## src/rtl/onn_pkg.sv

```systemverilog
// Shared ONN constants and the phase-oscillator controller state encoding.
package onn_pkg;

    localparam int ONN_N_OSC  = 15;
    localparam int ONN_PW     = 4;
    localparam int ONN_PERIOD = 1 << ONN_PW;
    localparam int ONN_HALF   = ONN_PERIOD / 2;

    typedef enum logic [1:0] {
        ST_IDLE  = 2'd0,
        ST_ARMED = 2'd1,
        ST_RUN   = 2'd2
    } onn_state_e;

endpackage

```

## src/rtl/onn_osc_cell.sv

```systemverilog
// One oscillator: active phase register plus the half-period comparator.
module onn_osc_cell
    import onn_pkg::*;
#(
    parameter int PW = ONN_PW
) (
    input  logic          clk,
    input  logic          rst_n,
    input  logic          apply_i,
    input  logic [PW-1:0] phase_i,
    input  logic [PW-1:0] phase_cnt_i,
    input  logic          en_i,
    output logic          osc_o
);

    localparam logic [PW-1:0] HALF = PW'(1 << (PW - 1));

    logic [PW-1:0] active_q;
    logic [PW-1:0] diff;

    // NOTE: state registers use non-blocking assignments so every flop samples pre-edge values.
    always_ff @(posedge clk) begin
        if (!rst_n) begin
            active_q <= '0;
        end else if (apply_i) begin
            active_q <= phase_i;
        end
    end

    // Unsigned PW-bit subtraction wraps modulo the period by construction.
    assign diff  = phase_cnt_i - active_q;
    assign osc_o = en_i && (diff < HALF);

endmodule

```

## src/rtl/phase_osc_array.sv

```systemverilog
// Phase-oscillator array: reference counter, load/arm/run controller and N_OSC cells.
module phase_osc_array
    import onn_pkg::*;
#(
    parameter int N_OSC = ONN_N_OSC,
    parameter int PW    = ONN_PW
) (
    input  logic                clk,
    input  logic                rst_n,
    input  logic [0:N_OSC*PW-1] phi_in,
    input  logic                phi_valid,
    output logic                load_ready,
    input  logic                stop,
    output logic [0:N_OSC-1]    osc_out,
    output logic [PW-1:0]       phase_cnt,
    output logic                running,
    output logic                period_tick
);

    localparam logic [PW-1:0] LAST_PHASE = {PW{1'b1}};

    onn_state_e              state_q, state_d;
    logic [PW-1:0]           phase_cnt_q;
    logic                    pending_q, pending_d;
    logic [0:N_OSC*PW-1]     shadow_q, shadow_d;
    logic                    wrap;
    logic                    accept;
    logic                    apply;

    assign wrap   = (phase_cnt_q == LAST_PHASE);
    assign accept = phi_valid && load_ready;

    always_ff @(posedge clk) begin
        if (!rst_n) begin
            state_q <= ST_IDLE;
        end else begin
            state_q <= state_d;
        end
    end

    always_comb begin
        state_d = state_q;
        if (stop) begin
            state_d = ST_IDLE;
        end else begin
            case (state_q)
                ST_IDLE:  if (accept) state_d = ST_ARMED;
                ST_ARMED: if (wrap)   state_d = ST_RUN;
                ST_RUN:   state_d = ST_RUN;
                default:  state_d = ST_IDLE;
            endcase
        end
    end

    // NOTE: every output of a combinational block gets a default first, otherwise a latch is inferred.
    always_comb begin
        load_ready = 1'b0;
        running    = 1'b0;
        apply      = 1'b0;
        case (state_q)
            ST_IDLE:  load_ready = 1'b1;
            ST_ARMED: apply = wrap;
            ST_RUN: begin
                running    = 1'b1;
                load_ready = !pending_q;
                apply      = pending_q && wrap;
            end
            default: ;
        endcase
        if (stop) apply = 1'b0;
        period_tick = running && wrap;
    end

    // A load accepted on the wrap cycle only sets pending, so it lands one full period later.
    always_comb begin
        pending_d = pending_q;
        shadow_d  = shadow_q;
        if (stop) begin
            pending_d = 1'b0;
            shadow_d  = '0;
        end else begin
            if (accept) shadow_d = phi_in;
            if (state_q == ST_RUN) begin
                if (accept)     pending_d = 1'b1;
                else if (apply) pending_d = 1'b0;
            end
        end
    end

    always_ff @(posedge clk) begin
        if (!rst_n) begin
            phase_cnt_q <= '0;
            pending_q   <= 1'b0;
            shadow_q    <= '0;
        end else begin
            phase_cnt_q <= phase_cnt_q + 1'b1;
            pending_q   <= pending_d;
            shadow_q    <= shadow_d;
        end
    end

    assign phase_cnt = phase_cnt_q;

    for (genvar k = 0; k < N_OSC; k++) begin : g_cell
        onn_osc_cell #(
            .PW(PW)
        ) u_cell (
            .clk         (clk),
            .rst_n       (rst_n),
            .apply_i     (apply),
            .phase_i     (shadow_q[PW*k +: PW]),
            .phase_cnt_i (phase_cnt_q),
            .en_i        (running),
            .osc_o       (osc_out[k])
        );
    end

endmodule

```

## config.mk

```make
export PLATFORM = sky130hd
export DESIGN_NAME = phase_osc_array
export DESIGN_NICKNAME = d
export VERILOG_FILES = /design/src/rtl/onn_pkg.sv /design/src/rtl/onn_osc_cell.sv /design/src/rtl/phase_osc_array.sv
export SDC_FILE = /design/constraint.sdc
export NUM_CORES = 1
export LEC_CHECK = 0
export CORE_ASPECT_RATIO = 2
export CORE_MARGIN = 2
export CORE_UTILIZATION = 56
export CTS_BUF_LIST = sky130_fd_sc_hd__clkbuf_8
export CTS_CLUSTER_SIZE = 8
export DETAILED_ROUTE_END_ITERATION = 12
export GPL_TIMING_DRIVEN = 0
export PLACE_DENSITY = 0.82
export SLEW_MARGIN = 20
export SYNTH_ARGS = -nofsm -noshare
export SYNTH_HDL_FRONTEND = slang
export SYNTH_SLANG_ARGS = --single-unit
export TNS_END_PERCENT = 10
```

## constraint.sdc

```tcl
create_clock -name clk -period 2.25 [get_ports clk]
set_input_delay 0.45 -clock clk [delete_from_list [all_inputs] [get_ports clk]]
set_output_delay 0.45 -clock clk [all_outputs]
set_load 0.01 [all_outputs]
```

Word level (Yosys, flattened, before mapping)
Index checks and enable logic that the tools add are counted.

Bits in registers: 127. Bits of input ports: 64.

Multiplexer cells: 9. Bitwise operators: 1. Equal/unequal tests: 5. $lt $le $gt $ge: 15. Add/subtract/negate cells: 16. Reductions and logical operators: 24.

Operators with widths (count): $lt A4 B4 Y1 const B (15); $sub A4 B4 Y4 (15); $logic_and A1 B1 Y1 (18); $pmux W2 S3 (1); $add A4 B1 Y4 const B (1); $eq A4 B4 Y1 const B (1); $mux W1 (4); $mux W2 (2); $ne A2 B2 Y1 const B (2); $pmux W1 S2 (2); $reduce_and A2 Y1 (2); $eq A2 B1 Y1 const B (1); $eq A2 B2 Y1 const B (1); $logic_not A2 Y1 (1); $reduce_bool A2 Y1 (1); $reduce_or A2 Y1 (1); $logic_not A1 Y1 (1); $not A1 Y1 (1).

Logic depth before layout (Yosys ltp)
Gate-level depths: netlist of the first run.

Depth after elaboration: 6. Depth in mapped cells: 8.

Modules after synthesis
From an unflattened synthesis of the first run, not the netlist that was laid out.

Cell total of the unflattened synthesis: 677. Area, all modules: 6256.0 µm².

Modules (own cells, without submodules): onn_osc_cell (area each 231.5 µm², sequential area each 80.1 µm², cells each 25, times used 15); phase_osc_array (area each 2783.9 µm², sequential area each 1341.3 µm², cells each 302, times used 1).

Worst setup path before layout of the first run
Ideal clock, no wire load.

Kind: register -> output. Start point: register phase_cnt_q[2], in the netlist phase_cnt[2]. End point: output osc_out[0] in the netlist's numbering. Stages on the path, launching flop included: 7. Data arrival time: 1.658 ns. Setup slack: 0.142 ns. Cell sequence: dfxtp_1 ha_1 a21oi_1 o21ai_0 xnor2_1 nor2_1 buf_4.

Word-level cells in the longest chain between the ends: 3.

Ends and longest elaborated chain: start: declaration (RTL line phase_osc_array.sv:23) `logic [PW-1:0] phase_cnt_q;`; start signal: assignment (RTL line phase_osc_array.sv:96) `phase_cnt_q <= phase_cnt_q + 1'b1;`; $sub A4 B4 Y4 (RTL line onn_osc_cell.sv:31) `assign diff = phase_cnt_i - active_q;`; $lt A4 B4 Y1 (RTL line onn_osc_cell.sv:32) `assign osc_o = en_i && (diff < HALF);`; $logic_and A1 B1 Y1 (RTL line onn_osc_cell.sv:32); end: declaration (RTL line phase_osc_array.sv:14) `output logic [0:N_OSC-1] osc_out,`.

Every way passes these cells.

Worst setup path in the final report of the first run
Start point: register phase_cnt_q[1], in the netlist phase_cnt[1]. End point: output osc_out[6] in the netlist's numbering.

Same word-level chain as after synthesis.

==> out/metrics.cfg, run 1 <==
[timing]
fin_hold_ws_ps=453.3
worstMarginPinSlew_ps=637.2
min_period_ps=2523
maxSlewViolCount=0
fmax_ghz=0.3963
finClkSkew_ps=12.24
setup_viol=15
relSlewSlack=0.5752
finalHoldViolCount=0
rsz0062_at_grt=yes
fin_ws_ps=-273.4
finalSetupTns_ps=-2222
fin_crit_sh=1.121

[logic_synthesis]
synth_area_sq_um=5869
synth_cell_types=29
yosys.area.top_type=dfxtp_1
synth_common_cells=nand2_1 (197), dfxtp_1 (127), a21oi_1 (80)
yosysSeqAreaShare=0.4332
synth_top_area_frac=0.4332
synth_edf_count=0
synthTopCellsByArea=dfxtp_1 (43%), nand2_1 (13%), ha_1 (7.2%)
syn_avg_cell_area_sq_um=7.795
ys_warn_count=0
synthArstFlopShare=0
syn_nets=851
ys_ff_latch=127
synth-main-ff-cell=dfxtp_1
postSynthCellCount=753
synth_most_common_cell=nand2_1

[global_routing]
gr-usage-all-layers=0.2996
antenna_found_initial=0
grt_pass1_vias=5811
gr-total-overflow=0
grt_pass1_wl_microns=26650
grt_max_degree=17

[power_and_ir_drop]
p_seq_frac=0.468
vdd_ir_drop_max_uv=446.2
power_leakage_nw=3.053
power_mw=4.963
power_density_nw_per_um2=640.0
switchingPower_mw=1.312
pwr-share-comb=0.150
p_int_mw=3.651
p_clk_frac=0.381
switching_share=0.2643

[critical_path]
crit_required_ps=1800
crit_buf_inv=3
crit_path_max_fanout=6
critPathKind=flip-flop to primary output
crit_path_end_kind=primary output
cp_slowest_cell=dfxtp_4
cpPeakStageDelay_ps=400
crit_top_cell=buf_4
crit_chain=buf_4 > buf_4 > ha_1 > a21oi_2 > o21ai_2 > xnor2_1 > nor2_1 > buf_2
path_delay_family=buffers and inverters
start_kind=flip-flop
crit_arrival_ps=2070

[floorplanning]
io_pins=86
chipWidth_microns=76.39
die_area_sq_um=11370
initial_core_util=0.5783
rows=52
core-area_sq_um=10150
die_h_microns=148.8

[outcome]
violations=setup timing
status=finished, violations left

[layout]
stdcell_area_sq_um=7755
final_cells=1016
fin_util=0.7641
final_nets=966
drive_above_1_share=0.1725
regArea_sq_um=2556
n_antenna_cell=0
area_delta_synth_final_pct=32.13
multi_input_area_sq_um=3144
fillers=725

[placement]
pre_cts_ws_ps=-896.0
post_dp_cell_area_sq_um=6879
place.gp.congestion=0.8497
dp_hpwl_microns=11030
dp.cells=972
port_buffers=84

[routing]
drt_iter0_drc=403
vias=5675
drc=0
wire_per_inst_microns=16.95
antenna_left=0
drtPass1Iterations=5
drt-total-wl_microns=17220
routed_via_density=5.586

[clocking]
clk_pin_slew_worst_paths_ps=70
numCtsBuffers=17
clk_latency_ps=450
cts.sinks=127
ctsHoldBuffers=0
cts_tree=yes
htreeDepth=4
clock_path_buffers=2
clockRootBuffer=clkbuf_8

[worst_hold_path]
hold_path.class=flip-flop to flip-flop

[flow_run]
drv_cap=0

## cell type report
class | count | share of cell area
clock buffers | 18 | 0.03195
well taps | 135 | 0.02178
repair buffers | 103 | 0.1313
plain buffers | 59 | 0.04679
multi-input cells | 526 | 0.4055
inverters | 34 | 0.01662
flip-flops and latches | 127 | 0.3296
clock inverters | 14 | 0.01646
## state kept, by name, summed over array words and instances (netlist names)
name / flops
g_cell.u_cell.active_q: 60
phase_cnt: 4
state_q: 2
shadow_q: 60
pending_q: 1
## power by group through the flow
stage | logic, mW | clock network, mW | registers [mW]
3_5_place_dp | 0.540 | 0 | 2.39
3_3_place_gp | 0.517 | 0 | 2.39
6_report | 0.747 | 1.89 | 2.32
2_1_floorplan | 0.313 | 0 | 2.37
5_1_grt | 0.809 | 1.98 | 2.33
4_1_cts | 0.676 | 1.88 | 2.33
## path summary, 6_finish.rpt
path                                startpoint                            to  slack [ps]  depth (start not counted)
setup / recovery                  phase_cnt[1]                    osc_out[6]        -270                          8
hold / removal    g_cell[3].u_cell.active_q[0]  g_cell[3].u_cell.active_q[0]         450                          2
setup reg to reg                    state_q[0]                   shadow_q[8]         120                          7
hold reg to reg   g_cell[3].u_cell.active_q[0]  g_cell[3].u_cell.active_q[0]         450                          2
## timing repair
| action | CTS | global route |
|---|---|---|
| buffers inserted | 15 | 6 |
| setup endpoints to repair | 79 | 17 |
| pin swaps | 37 | 20 |
| endpoints found under the hold margin | 0 | 0 |
| resized for setup | 126 | 27 |
| gates cloned | 0 | 0 |
## routing by layer
layer / GRT usage / up-vias / part of all wire
met5: 0 / - / 0
li1: - / 2678 / -
met2: 0.5863 / 243 / 0.55
met1: 0.2764 / 2674 / 0.34
met4: 0.1864 / 0 / 0.050
met3: 0.05872 / 80 / 0.054
## worst reg2reg max path: stages, from the launching register on
cell and delay, ps:
dfxtp_2 350, inv_1 90, ha_4 200, nor2b_1 170
o21ai_1 490, clkbuf_1 460, nand2_1 130, a21oi_1 170
## placed cells by master (no fill, tap or decap), drive strengths merged
cell type	n
nand2	197
dfxtp	127
a21oi	80
o21ai	76
clkdlybuf4s50	67
nand3	62
buf	60
clkbuf	51
inv	36
ha	34
nor2	17
xnor2	16
xor2	16
and2b	11
nor2b	7
clkinv	7
and2	3
clkinvlp	3
bufinv	2
o21a	1
nand2b	1
nor4	1
nor3	1
mux2i	1
o41ai	1
or2	1
clkdlybuf4s15	1
dlymetal6s2s	1
## cells by family (layout without fill, tap and decap cells)
kind of cell | after synthesis | after routing | share of synthesized area
compound gates | 158 | 158 | 0.1358
xor+xnor | 32 | 32 | 0.04775
fa+ha+maj | 34 | 34 | 0.07248
buf+inv | 100 | 228 | 0.08591
flops | 127 | 127 | 0.4332
mux | 1 | 1 | 0.001705
simple gates | 301 | 301 | 0.2232
Power figures use the tool's default switching activity.
==> run 2, diff against run 1 <==
--- a/config.mk
+++ b/config.mk
@@ -7,12 +7,12 @@
 export LEC_CHECK = 0
 export CORE_ASPECT_RATIO = 2
 export CORE_MARGIN = 2
-export CORE_UTILIZATION = 56
+export CORE_UTILIZATION = 61
 export CTS_BUF_LIST = sky130_fd_sc_hd__clkbuf_8
 export CTS_CLUSTER_SIZE = 8
 export DETAILED_ROUTE_END_ITERATION = 12
 export GPL_TIMING_DRIVEN = 0
-export PLACE_DENSITY = 0.82
+export PLACE_DENSITY = 0.88
 export SLEW_MARGIN = 20
 export SYNTH_ARGS = -nofsm -noshare
 export SYNTH_HDL_FRONTEND = slang
==> constraint.sdc (replaced) <==
create_clock -name clk -period 3.2 [get_ports clk]
set_input_delay 0.64 -clock clk [delete_from_list [all_inputs] [get_ports clk]]
set_output_delay 0.64 -clock clk [all_outputs]
set_load 0.01 [all_outputs]
==> out/metrics.cfg, run 2 (synthesis gave the netlist of run 1 again) <==
[timing]
relSlewSlack=0.5298  ; -0.04547
fin_crit_sh=1.019
finalHoldViolCount=0  ; unchanged
fin_ws_ps=-59.86  ; +213.5 ps
finClkSkew_ps=5.997  ; -6.240 ps
worstMarginPinSlew_ps=700.7  ; +63.50 ps
fmax_ghz=0.3068
fin_hold_ws_ps=451.6  ; -1.622 ps
min_period_ps=3260
finalSetupTns_ps=-59.86  ; +2162 ps
maxSlewViolCount=0  ; unchanged
setup_viol=1  ; -14
rsz0062_at_grt=yes

[clocking]
clk_pin_slew_worst_paths_ps=70  ; about the same
ctsHoldBuffers=0  ; unchanged
cts.sinks=127  ; unchanged
clock_path_buffers=2  ; unchanged
cts_tree=yes
numCtsBuffers=17  ; unchanged
htreeDepth=4  ; unchanged
clockRootBuffer=clkbuf_8
clk_latency_ps=440  ; about the same

[global_routing]
grt_max_degree=20  ; +3
grt_pass1_vias=5452  ; -6.2%
antenna_found_initial=0  ; unchanged
gr-total-overflow=0  ; unchanged
grt_pass1_wl_microns=24390  ; -8.5%
gr-usage-all-layers=0.3049  ; +0.005287

[critical_path]
crit_arrival_ps=2620  ; +550 ps
critPathKind=flip-flop to primary output
crit_required_ps=2560  ; +760 ps
crit_path_max_fanout=18  ; +12
crit_path_end_kind=primary output
start_kind=flip-flop

[flow_run]
drv_cap=0  ; unchanged

[floorplanning]
rows=50  ; -3.8%
io_pins=86  ; unchanged
die_h_microns=142.7  ; -4.1%
chipWidth_microns=73.36  ; -4.0%
initial_core_util=0.6255  ; +0.04719
core-area_sq_um=9384  ; -7.5%
die_area_sq_um=10470  ; -7.9%

[power_and_ir_drop]
p_clk_frac=0.412  ; +0.031
switching_share=0.2425  ; -0.02185
p_int_mw=2.635  ; -28%
p_seq_frac=0.473  ; +0.005
power_leakage_nw=2.931  ; -4.0%
pwr-share-comb=0.115  ; -0.035
power_mw=3.478  ; -30%
vdd_ir_drop_max_uv=388.4  ; -13%
power_density_nw_per_um2=475.4  ; -26%
switchingPower_mw=0.8433  ; -36%

[routing]
routed_via_density=5.691  ; +1.9%
antenna_left=0  ; unchanged
drt-met1-wl_microns=5504  ; -6.7%
drc=0  ; unchanged
top_layer=met4
routed-wl-met3_microns=939  ; +0.43%
drt-total-wl_microns=15960  ; -7.3%
drt_iter0_drc=419  ; +4.0%
drtPass1Iterations=6  ; +1
wire_per_inst_microns=16.31  ; -3.7%
vias=5566  ; -1.9%
wl_met2_microns=8591  ; -9.8%

[placement]
post_dp_cell_area_sq_um=6840  ; -0.56%
dp_hpwl_microns=10770  ; -2.4%
port_buffers=84  ; unchanged
place.gp.congestion=0.8670  ; +2.0%

[layout]
most-common-layout-cells=nand2_1 (197), dfxtp_1 (124), clkdlybuf4s50_1 (84)
area_delta_synth_final_pct=24.66
n_antenna_cell=0  ; unchanged
final_nets=960  ; -0.62%
stdcell_area_sq_um=7317  ; -5.6%
multi_input_area_sq_um=2825  ; -10%
drive_above_1_share=0.09039  ; -0.08214
layout_commonest_cell=nand2_1
regArea_sq_um=2554  ; about the same
fillers=649  ; -10%

[outcome]
status=finished, violations left
violations=setup timing

[worst_hold_path]
hold_path.class=flip-flop to flip-flop

## run 2: worst paths after layout
| check | startpoint | slack (ps) | to | depth (start not counted) |
|---|---|---|---|---|
| setup / recovery | phase_cnt[2] | -60 | osc_out[3] | 7 |
| hold / removal | g_cell[8].u_cell.active_q[0] | 450 | g_cell[8].u_cell.active_q[0] | 2 |
| hold reg to reg | g_cell[8].u_cell.active_q[0] | 450 | g_cell[8].u_cell.active_q[0] | 2 |
| setup reg to reg | state_q[0] | 880 | shadow_q[15] | 7 |
## run 2: area by class of cell
class	instances	share of cell area
clock buffer	21	0.03950
inverter	34	0.01761
multi-input combinational	526	0.3861
buffer	66	0.05250
tap	104	0.01778
timing repair buffer	90	0.1211
clock inverter	10	0.01642
sequential	127	0.3490
## run 2: repair_timing
item,CTS,global route
pin swaps,0,0
resized for setup,9,5
endpoints found under the setup margin,16,11
setup buffers,0,6
## run 2: worst max-delay path: stages, from the launching register on
cell             delay, ps
dfxtp_4                530
ha_1                   300
a21oi_1                130
o21ai_0                160
xnor2_1                200
nor2_1                 200
buf_4                  140
clkdlybuf4s50_1        520
## run 2: power groups by stage
stage	registers (mW)	clock network [mW]	logic, mW
2_1_floorplan	1.67	0	0.220
3_3_place_gp	1.68	0	0.361
3_5_place_dp	1.68	0	0.378
4_1_cts	1.65	1.43	0.383
5_1_grt	1.65	1.51	0.443
6_report	1.65	1.43	0.400
## run 2: routing by layer
metal,vias to the layer above,track usage
met5,-,0
met4,0,0.1837
met3,72,0.05928
met2,251,0.5619
met1,2585,0.3004
li1,2658,-
## run 2: stage by stage
stage | utilization | instances | worst slack, ps
finish | 0.7797 | 978 | -59.86
global route | 0.7797 | 978 | -122.2
CTS | 0.7741 | 972 | 12.38
detailed placement | 0.7289 | 941 | -99.30
global placement | 0.7289 | 941 | -47.64
floorplan | - | 753 | 902.3
